<file path="config.mk">
export PLATFORM = sky130hd
export DESIGN_NAME = player_missile
export DESIGN_NICKNAME = d
export VERILOG_FILES = /design/src/rtl/player_missile.sv
export SDC_FILE = /design/constraint.sdc
export NUM_CORES = 1
export LEC_CHECK = 0
export BUFFER_PORTS_ARGS = -buffer_cell sky130_fd_sc_hd__buf_2
export CORE_MARGIN = 2
export CORE_UTILIZATION = 37
export DETAILED_ROUTE_END_ITERATION = 8
export PLACE_DENSITY = 0.54
export SLEW_MARGIN = 20
export SYNTH_ARGS = -nofsm -noshare
export SYNTH_HDL_FRONTEND = slang
export SYNTH_SLANG_ARGS = --single-unit
export TNS_END_PERCENT = 100
</file>
<file path="constraint.sdc">
create_clock -name clk -period 2.01 [get_ports clk]
set_input_delay 0.402 -clock clk [delete_from_list [all_inputs] [get_ports clk]]
set_output_delay 0.402 -clock clk [all_outputs]
set_load 0.02 [all_outputs]
</file>
<file path="src/rtl/player_missile.sv">
// player_missile: player laser shot launch, upward flight, explosion timing and re-arm.
// Optional FIRE_BUFFER_EN keeps one fire press made during flight/explosion for the next launch.
module player_missile #(
  parameter int PLAYER_Y    = 440,
  parameter int MUZZLE_OFF  = 14,
  parameter int PROJ_H      = 16,
  parameter int STEP        = 8,
  parameter int TOP_Y       = 32,
  parameter int PARK_Y      = 480,
  parameter int EXPL_FRAMES = 8
) (
  input  logic       clk,
  input  logic       rst_n,
  input  logic       restart,
  input  logic       frame,
  input  logic       fire,
  input  logic [9:0] player_x,
  input  logic       hit_invader,
  input  logic       hit_missile,
  output logic [9:0] pm_x,
  output logic [9:0] pm_y,
  output logic       active,
  output logic       exploding,
  output logic [7:0] shot_count
);
  typedef enum logic [1:0] {IDLE, FLY, EXPLODE} state_t;
  localparam logic [9:0] LAUNCH_Y  = 10'(PLAYER_Y - PROJ_H);
  localparam logic [9:0] TOP_LIMIT = 10'(TOP_Y + STEP);
  localparam logic [9:0] PARK      = 10'(PARK_Y);
  localparam logic [7:0] EXPL_LAST = 8'(EXPL_FRAMES - 1);
  state_t state, state_nx;
  logic [9:0] x_nx, y_nx;
  logic [7:0] cnt_nx, expl_cnt, expl_nx;
  logic fire_d, fire_req, req_nx, rise;
  assign rise = fire & ~fire_d;
  always_comb begin
    state_nx = state;
    x_nx     = pm_x;
    y_nx     = pm_y;
    cnt_nx   = shot_count;
    req_nx   = fire_req;
    expl_nx  = expl_cnt;
    case (state)
      IDLE: begin
        if (rise) req_nx = 1'b1;
        if (frame && fire_req) begin
          x_nx     = player_x + 10'(MUZZLE_OFF);
          y_nx     = LAUNCH_Y;
          cnt_nx   = shot_count + 8'd1;
          req_nx   = 1'b0;
          state_nx = FLY;
        end
      end
      FLY: begin
`ifdef FIRE_BUFFER_EN
        if (rise) req_nx = 1'b1;
`endif
        // a hit freezes the shot even when a frame arrives in the same cycle
        if (hit_invader || hit_missile) begin
          state_nx = EXPLODE;
          expl_nx  = '0;
        end else if (frame) begin
          if (pm_y < TOP_LIMIT) begin
            y_nx     = 10'(TOP_Y);
            state_nx = EXPLODE;
            expl_nx  = '0;
          end else y_nx = pm_y - 10'(STEP);
        end
      end
      EXPLODE: begin
`ifdef FIRE_BUFFER_EN
        if (rise) req_nx = 1'b1;
`endif
        if (frame) begin
          expl_nx = expl_cnt + 8'd1;
          if (expl_cnt == EXPL_LAST) begin
            state_nx = IDLE;
            y_nx     = PARK;
          end
        end
      end
      default: state_nx = IDLE;
    endcase
  end
  always_ff @(posedge clk or negedge rst_n) begin
    if (!rst_n) begin
      state      <= IDLE;
      pm_x       <= '0;
      pm_y       <= PARK;
      active     <= 1'b0;
      exploding  <= 1'b0;
      shot_count <= '0;
      fire_req   <= 1'b0;
      fire_d     <= 1'b0;
      expl_cnt   <= '0;
    end else if (restart) begin
      state      <= IDLE;
      pm_x       <= '0;
      pm_y       <= PARK;
      active     <= 1'b0;
      exploding  <= 1'b0;
      shot_count <= '0;
      fire_req   <= 1'b0;
      fire_d     <= 1'b0;
      expl_cnt   <= '0;
    end else begin
      state      <= state_nx;
      pm_x       <= x_nx;
      pm_y       <= y_nx;
      active     <= state_nx == FLY;
      exploding  <= state_nx == EXPLODE;
      shot_count <= cnt_nx;
      fire_req   <= req_nx;
      fire_d     <= fire;
      expl_cnt   <= expl_nx;
    end
  end
endmodule

</file>
==> Word-level counts from Yosys, hierarchy flattened <==
Index checks and enable logic that the tools add are counted.
{ "word_totals": {"regBits": 42, "inputBits": 17, "word_cells": 75} }
{ "op_classes": {"n_addsub": 4, "magnitude_cmp": 1, "eq_ne": 12, "mux": 35, "n_bitwise": 2, "reduce_logical": 12} }
{ "ops": {"columns": ["operator", "n"], "rows": [
  ["2-to-1 mux 10 bit", 10],
  ["2-to-1 mux 8 bit", 8],
  ["one-hot mux 10 bit (3 select lines)", 1],
  ["adder 8 x 1 -> 8 bit, second input constant", 2],
  ["one-hot mux 8 bit (2 select lines)", 1],
  ["inequality test 3 bit, second input constant", 5],
  ["2-to-1 mux 2 bit", 7],
  ["adder 10 x 4 -> 10 bit, second input constant", 1],
  ["less-than comparator 10 x 6 -> 1 bit, second input constant", 1],
  ["subtractor 10 x 4 -> 10 bit, second input constant", 1],
  ["equality test 8 x 3 -> 1 bit, second input constant", 1],
  ["inequality test 4 bit, second input constant", 2],
  ["2-to-1 mux 1 bit", 7],
  ["one-hot mux 2 bit (3 select lines)", 1],
  ["AND reduction 6 bit", 1],
  ["nonzero test 3 bit", 2],
  ["equality test 2 x 1 -> 1 bit, second input constant", 2],
  ["equality test 2 bit, second input constant", 2],
  ["AND reduction 2 bit", 2],
  ["AND reduction 4 bit", 1],
  ["nonzero test 2 bit", 2],
  ["nonzero test 4 bit", 1],
  ["zero test 2 bit", 1],
  ["AND 1 bit", 1],
  ["other kinds (3)", 3]
]} }

==> Logic depth before layout (Yosys ltp) <==
Gate-level depths: netlist of run 1.
{ "logic_depth": {"depth_word": 7, "ltp_mapped": 7} }

==> Worst setup path after synthesis of run 1 <==
Ideal clock, no wire load.
{ "synth_timing": {"path_type": "flip-flop to flip-flop", "start": "register state[1]", "end": "register expl_cnt[1]", "setup_ns": 0.079, "t_arrival_ns": 1.774, "required_time_ns": 1.931, "path_slack_ns": 0.156, "path_stages_with_launch": 8, "path_buffers": 1, "period_less_slack_ns": 1.854, "path_cell_list": "dfrtp_1 > inv_1 > ha_1 > clkbuf_1 > nor2_1 > nor2_1 > a211oi_2 > mux2i_1"} }
{ "synth_via": {"elab_chain_len": 3, "word_cells_on_any_way": 9} }
{ "synth_rtl": {"columns": ["element", "line_no", "text"], "rows": [
  ["start: declaration", "31", "state_t state, state_nx;"],
  ["start signal: assignment", "107", "state <= state_nx;"],
  ["equality test 2 x 1 -> 1 bit or equality test 2 bit (tied branches)", "43", "case (state)"],
  ["inequality test 4 bit (no source line), or another cell as far along", null, null],
  ["AND reduction 4 bit (no source line) or 2-to-1 mux 8 bit (tied branches)", null, null],
  ["end signal: assignment", "115", "expl_cnt <= expl_nx;"],
  ["end: declaration", "33", "logic [7:0] cnt_nx, expl_cnt, expl_nx;"]
]} }
Parallel ways exist; a longest one is shown, timed or not.
A chain may end at the register's enable or synchronous reset.

==> Worst setup path in the final report of run 1 <==
{ "layout_timing": {"start": "register state[1]", "end": "register expl_cnt[3]"} }
Same word-level chain as after synthesis.

==> results of run 1 <==
==> state kept, by name, summed over array words and instances, names as in the netlist <==
register / flops
expl_cnt: 8
shot_count: 8
fire_d: 1
fire_req: 1
pm_y: 7
exploding: 1
state: 2
pm_x: 10
active: 1
==> power groups by stage <==
stage | sequential, mW | combinational, mW | clock (mW)
after global routing | 0.884 | 0.422 | 0.567
after floorplan | 0.922 | 0.198 | 0
after detailed placement | 0.890 | 0.379 | 0
final | 0.876 | 0.379 | 0.516
after CTS | 0.875 | 0.381 | 0.540
after global placement | 0.891 | 0.379 | 0
==> path summary, 6_finish.rpt <==
| path | startpoint | end | cells past startpoint |
|---|---|---|---|
| setup / recovery | state[1] | expl_cnt[3] | 7 |
| hold / removal | rst_n | shot_count[4] | 2 |
| setup reg to reg | state[1] | expl_cnt[3] | 7 |
| hold reg to reg | pm_x[1] | pm_x[1] | 2 |
| max in group asynchronous | rst_n | pm_y[6] | 2 |
| min in group clk | player_x[0] | pm_x[0] | 3 |
==> routing by layer <==
metal,share of wire,vias to the layer above,routed length [microns]
li1,-,1042,-
met1,0.48,998,2660
met2,0.47,45,2600
met3,0.044,2,243
met4,0.0061,0,34
met5,0,-,0
==> area by class of cell <==
type / count / share of cell area
multi-input cells: 192 / 0.442
flip-flops and latches: 39 / 0.349
repair buffers: 63 / 0.130
well taps: 75 / 0.0334
clock buffers: 7 / 0.0272
inverters: 12 / 0.0160
clock inverters: 1 / 0.00178
==> kinds of logic (layout without fill, tap and decap cells) <==
| group | count (synthesis) | count (layout) | share of synthesized area |
|---|---|---|---|
| muxes | 1 | 1 | 0.00436 |
| adders and majority gates | 8 | 8 | 0.0436 |
| buffers and inverters | 22 | 83 | 0.0414 |
| DFF | 39 | 39 | 0.427 |
| and+or+nand+nor | 103 | 103 | 0.235 |
| AOI/OAI and AO/OA | 66 | 66 | 0.205 |
| other | 1 | 3 | 0.00163 |
| xor gates and xnor gates | 11 | 11 | 0.0419 |
==> worst reg2reg max path: stages, from the launching register on <==
cell and delay, ns:
dfrtp_1 0.41, inv_2 0.09, ha_2 0.20, or3b_2 0.49, a21oi_1 0.14, buf_4 0.17
nor3_1 0.06, o22a_1 0.20
==> synthesized netlist by cell type, drive strengths merged, types with 3 or more instances <==
| cell type | count | share of area |
|---|---|---|
| or3 | 4 | 0.011 |
| clkbuf | 4 | 0.0065 |
| ha | 8 | 0.044 |
| nor4 | 6 | 0.022 |
| inv | 12 | 0.020 |
| o311ai | 4 | 0.015 |
| o21ai | 11 | 0.024 |
| a21oi | 14 | 0.031 |
| nand2b | 3 | 0.0082 |
| nand3 | 8 | 0.017 |
| nand2 | 30 | 0.049 |
| nor3b | 3 | 0.012 |
| o22a | 6 | 0.023 |
| and3 | 3 | 0.0082 |
| xor2 | 8 | 0.031 |
| a211oi | 4 | 0.015 |
| a31oi | 5 | 0.014 |
| nor2 | 23 | 0.038 |
| dfrtp | 35 | 0.38 |
| nand4 | 5 | 0.014 |
| o31ai | 3 | 0.0098 |
| dfstp | 4 | 0.046 |
| buf | 6 | 0.015 |
| xnor2 | 3 | 0.011 |
| nor3 | 6 | 0.013 |
| nor2b | 4 | 0.011 |
==> per-stage QoR <==
step                total power [mW]  worst slack [ns]  hold slack, ns
floorplan                       1.12             0.156           0.106
global placement                1.27             0.111           0.494
detailed placement              1.27             0.139           0.499
CTS                             1.80            0.0675           0.187
global route                    1.87          0.000283           0.217
finish                          1.77             0.141           0.168
==> repair_timing <==
item	4_1_cts	5_1_grt
gates resized for setup	0	6
setup buffers	0	0
endpoints found under the setup margin	0	9
endpoints found under the hold margin	0	0
==> metrics.csv, run 1 <==
metric,value,unit
Routed Antenna Nets,0,
initial DRC count,123,
grt peak-use layer,met2,
Psw,0.548,mW
"Seq/Total Area, Yosys",0.427,
setup TNS,0,ns
Placer Congestion,0.864,
total CTS buffers,5,
flop2flop setup slack,0.14,ns
sw frac,0.309,
WP buf/inv,2,
GRT Util Overall,0.176,
routed wire length,5550,microns
Post-Synthesis Cells,251,
Final setup viols,0,
placed insts,381,
final core utilization,0.472,
internal power,1.22,mW
largest net degree at the start of global routing,40,
CP Max Fanout,7,
Setup Skew,0.00509,ns
Worst Path Required,2.18,ns
Crit path largest cell delay,0.49,ns
max_cap viols,0,
detailed placer's ending HPWL,4160,microns
crit-path cells,inv_2 > ha_2 > or3b_2 > a21oi_1 > buf_4 > nor3_1 > o22a_1,
clock tree buffer depth,2,
Die H,82.8,microns
Final Max Tran Viols,0,
unrepaired setup endpoints after global routing,no,
Crit. End Element,flip-flop,
Static Leakage,1.29,nW
power density cells,631,nW/um^2
cell row count,28,
fin cells,389,
Fillers,600,
ys flop type,dfrtp_1,
Avg WL per Cell,14.3,microns
Layout Nets,338,
met1 Use GR,0.249,
Final Cycle Share,0.930,
core area,5960,sq um
Avg Inst Size Synth,9.15,sq um
area of the multi-input gates,1240,sq um
die width,82.8,microns
share of cells above drive strength 1,0.290,
Max H-tree Level,2,
Post-DP Area,2710,sq um
Final min period,1.87,ns
cell family with most CP delay,simple AND/OR/NAND/NOR gates,
Comb power frac,0.214,
VDD IR max,458,uV
starting density of the core,0.386,
initial antenna violation count,0,
slowest CP cell,or3b_2,
Post-synth EDFFs,0,
most frequent cells in the layout,"buf_2 (43), dfrtp_1 (35), nand2_1 (30), nor2_1 (21), buf_4 (20)",
status,finished clean,
Synth cell types,57,
IO Count,47,
Die ar.,6860,sq um
"most common cell after layout, fill and taps aside",buf_2,
Layout area overhead,22.3,%
"FF+latch count, synth",39,
f_max,535,MHz
Hold WC Path Type,in2async,
Slew @ Worst Pin,0.548,ns
Fin. Hold Viols,0,
DRC Markers,0,
Worst Setup Start Kind,flip-flop,
CTS tree,built,
critical path class,reg2reg,
DR vias,2087,
via/cell ratio,5.37,
sequential cell area,981,sq um
Synth Cell Area,2300,sq um
Root Buffer,clkbuf_8,
worst endpoint data arrival time,2.04,ns
GR Layer Usage met3,0.0325,
slew margin rel.,0.629,
first-pass GRT wire length,9230,microns
Synthesis Warnings,0,
vias in the first global route,1909,
cts hold-fix bufs,0,
met2 Usage GRT,0.281,
DRT Pass-1 Iters,4,
IO Port Bufs,43,
ys async rst share,1.00,
Finished Cell Area,2810,sq um
clk sink count,39,
Antenna Cells,0,
clock power share,0.292,
Overflow after GRT,0,
sequential share of power,0.494,
Clock Latency Late Sink,0.28,ns
Clock Pin Slew Worst Setup and Hold Paths,0.08,ns
No activity file was read; power rests on OpenSTA's default activity.
==> run 2, diff against run 1 <==
--- a/config.mk
+++ b/config.mk
@@ -5,11 +5,12 @@
 export SDC_FILE = /design/constraint.sdc
 export NUM_CORES = 1
 export LEC_CHECK = 0
+export ABC_CLOCK_PERIOD_IN_PS = 2009
 export BUFFER_PORTS_ARGS = -buffer_cell sky130_fd_sc_hd__buf_2
 export CORE_MARGIN = 2
-export CORE_UTILIZATION = 37
+export CORE_UTILIZATION = 50
 export DETAILED_ROUTE_END_ITERATION = 8
-export PLACE_DENSITY = 0.54
+export PLACE_DENSITY = 0.7
 export SLEW_MARGIN = 20
 export SYNTH_ARGS = -nofsm -noshare
 export SYNTH_HDL_FRONTEND = slang
==> constraint.sdc (replaced) <==
create_clock -name clk -period 2.01 [get_ports clk]
set_input_delay 0.1005 -clock clk [delete_from_list [all_inputs] [get_ports clk]]
set_output_delay 0.1005 -clock clk [all_outputs]
set_load 0.02 [all_outputs]
==> run 2 against run 1 <==
Against the previous run: die area decreased by 25%; critical path depth did not move; hold slack worse by 0.14 ns; worst setup slack worse by 0.060 ns; core utilization is 16 points higher; non-clock buffer count is 6 lower; via count is 0.62% higher; register-to-register slack worse by 0.06 ns; maximum frequency decreased by 3.1%; count of clock-buffer cells in the layout down 1; largest power group unchanged.
==> metrics.csv, run 2 (same netlist as run 1, synthesis figures left out) <==
metric,value,unit
Die ar.,5150,sq um
Largest register FFs,10,
CP Max Fanout,7,
Static Leakage,1.27,nW
initial DRC count,167,
Final setup viols,0,
power density cells,685,nW/um^2
biggest regs,"pm_x x10, expl_cnt x8, shot_count x8",
slew margin rel.,0.433,
core area,4380,sq um
Overflow after GRT,0,
CTS tree,built,
initial antenna violation count,0,
Clock Pin Slew Worst Setup and Hold Paths,0.08,ns
Worst Setup Start Kind,flip-flop,
Layout Nets,332,
total CTS buffers,5,
VDD IR max,417,uV
Root Buffer,clkbuf_8,
vias in the first global route,1978,
IO Port Bufs,43,
HP Start,player_x[0],
Routed Antenna Nets,0,
Hold WC Path Type,in2reg,
DRT Pass-1 Iters,4,
GRT Util Overall,0.224,
Clock Latency Late Sink,0.29,ns
Crit path largest cell delay,0.50,ns
worst endpoint data arrival time,2.11,ns
f_max,519,MHz
post-layout total power,1.89,mW
Post-DP Area,2630,sq um
crit-path cells,inv_1 > ha_2 > or3b_2 > a21oi_1 > buf_4 > nor3_1 > o22a_1,
clk sink count,39,
Slew @ Worst Pin,0.851,ns
Antenna Cells,0,
Crit. End Element,flip-flop,
die width,71.8,microns
"most common cell after layout, fill and taps aside",buf_2,
max_cap viols,0,
Fillers,374,
detailed placer's ending HPWL,3890,microns
Setup Skew,0.00451,ns
Final Cycle Share,0.960,
Finished Cell Area,2760,sq um
setup bufs post-CTS,0,
cell row count,24,
Avg WL per Cell,14.9,microns
final core utilization,0.630,
DR vias,2100,
first-pass GRT wire length,9180,microns
largest net degree at the start of global routing,40,
critical path startpoint,state[1],
Layout area overhead,20.2,%
Final min period,1.93,ns
critical path class,reg2reg,
reg2reg start,state[1],
via/cell ratio,5.85,
Fin. Hold Viols,0,
Die H,71.8,microns
share of cells above drive strength 1,0.270,
slowest CP cell,or3b_2,
routed wire length,5350,microns
DRC Markers,0,
clock tree buffer depth,2,
most frequent cells in the layout,"buf_2 (43), dfrtp_1 (35), nand2_1 (30), nor2_1 (21), a21oi_1 (14)",
Placer Congestion,0.861,
Final Max Tran Viols,0,
Biggest register,pm_x,
Worst Path Required,2.19,ns
Max H-tree Level,2,
starting density of the core,0.524,
IO Count,47,
unrepaired setup endpoints after global routing,yes,
status,finished clean,
==> run 2: changes by cell type in the layout (fill, tap and decap cells not counted), sizes merged <==
cell and change:
clkbuf -1, clkinv -1, bufinv +1, buf -7, dlygate4sd3 +1
==> run 2: final cells by class <==
class                           count  area, sq um  area share
Tap cell                           52         65.1      0.0236
Multi-Input combinational cell    192         1240       0.451
Clock buffer                        6         72.6      0.0263
Sequential cell                    39          981       0.355
Timing Repair Buffer               57          323       0.117
Inverter                           12         45.0      0.0163
Clock inverter                      1         30.0      0.0109
==> run 2: power by group <==
group	leakage (nW)	total, mW	internal, mW	switching (mW)
Sequential	0.526	0.875	0.830	0.0448
Clock	0.0513	0.638	0.364	0.274
Combinational	0.696	0.378	0.146	0.232
Total	1.27	1.89	1.34	0.551
==> run 2: repair_timing <==
action                     in CTS  in global routing
resized for setup               0                  8
setup endpoints to repair       1                 16
pin swaps                       0                  0
hold endpoints to repair       35                  0
hold buffers                    1                  0
==> run 2: worst max-delay path: cells and delay by family, from the launching register on <==
| family | cells | cell delay [ns] |
|---|---|---|
| simple gates | 2 | 0.56 |
| flops | 1 | 0.40 |
| compound gates | 2 | 0.34 |
| buf+inv | 2 | 0.28 |
| fa+ha+maj | 1 | 0.23 |
==> run 2: layer usage <==
metal / part of all wire / up-vias / routed length (microns) / track usage
met5: 0 / - / 0 / 0
met4: 0.010 / 0 / 55 / 0.0671
met3: 0.048 / 5 / 259 / 0.0464
met2: 0.48 / 57 / 2570 / 0.362
met1: 0.46 / 1015 / 2470 / 0.306
li1: - / 1023 / - / -
==> run 2: final timing paths <==
| check | endpoint | slack [ns] | depth (start not counted) |
|---|---|---|---|
| max | expl_cnt[3] | 0.08 | 7 |
| min | pm_x[0] | 0.03 | 3 |
| max reg2reg | expl_cnt[3] | 0.08 | 7 |
| min reg2reg | pm_x[2] | 0.52 | 2 |
| max in group asynchronous | pm_y[3] | 1.01 | 2 |
| min in group asynchronous | pm_x[4] | 0.46 | 2 |
==> run 2: per-stage QoR <==
step / worst slack [ns] / setup TNS [ns] / cells / hold WS [ns]
after floorplan: 0.156 / 0 / 253 / -0.195
after global placement: 0.113 / 0 / 351 / 0.269
after detailed placement: 0.0432 / 0 / 351 / 0.260
after CTS: -0.0176 / -0.0176 / 359 / 0.0293
after global routing: -0.0170 / -0.0308 / 359 / 0.0296
final: 0.0814 / 0 / 359 / 0.0324
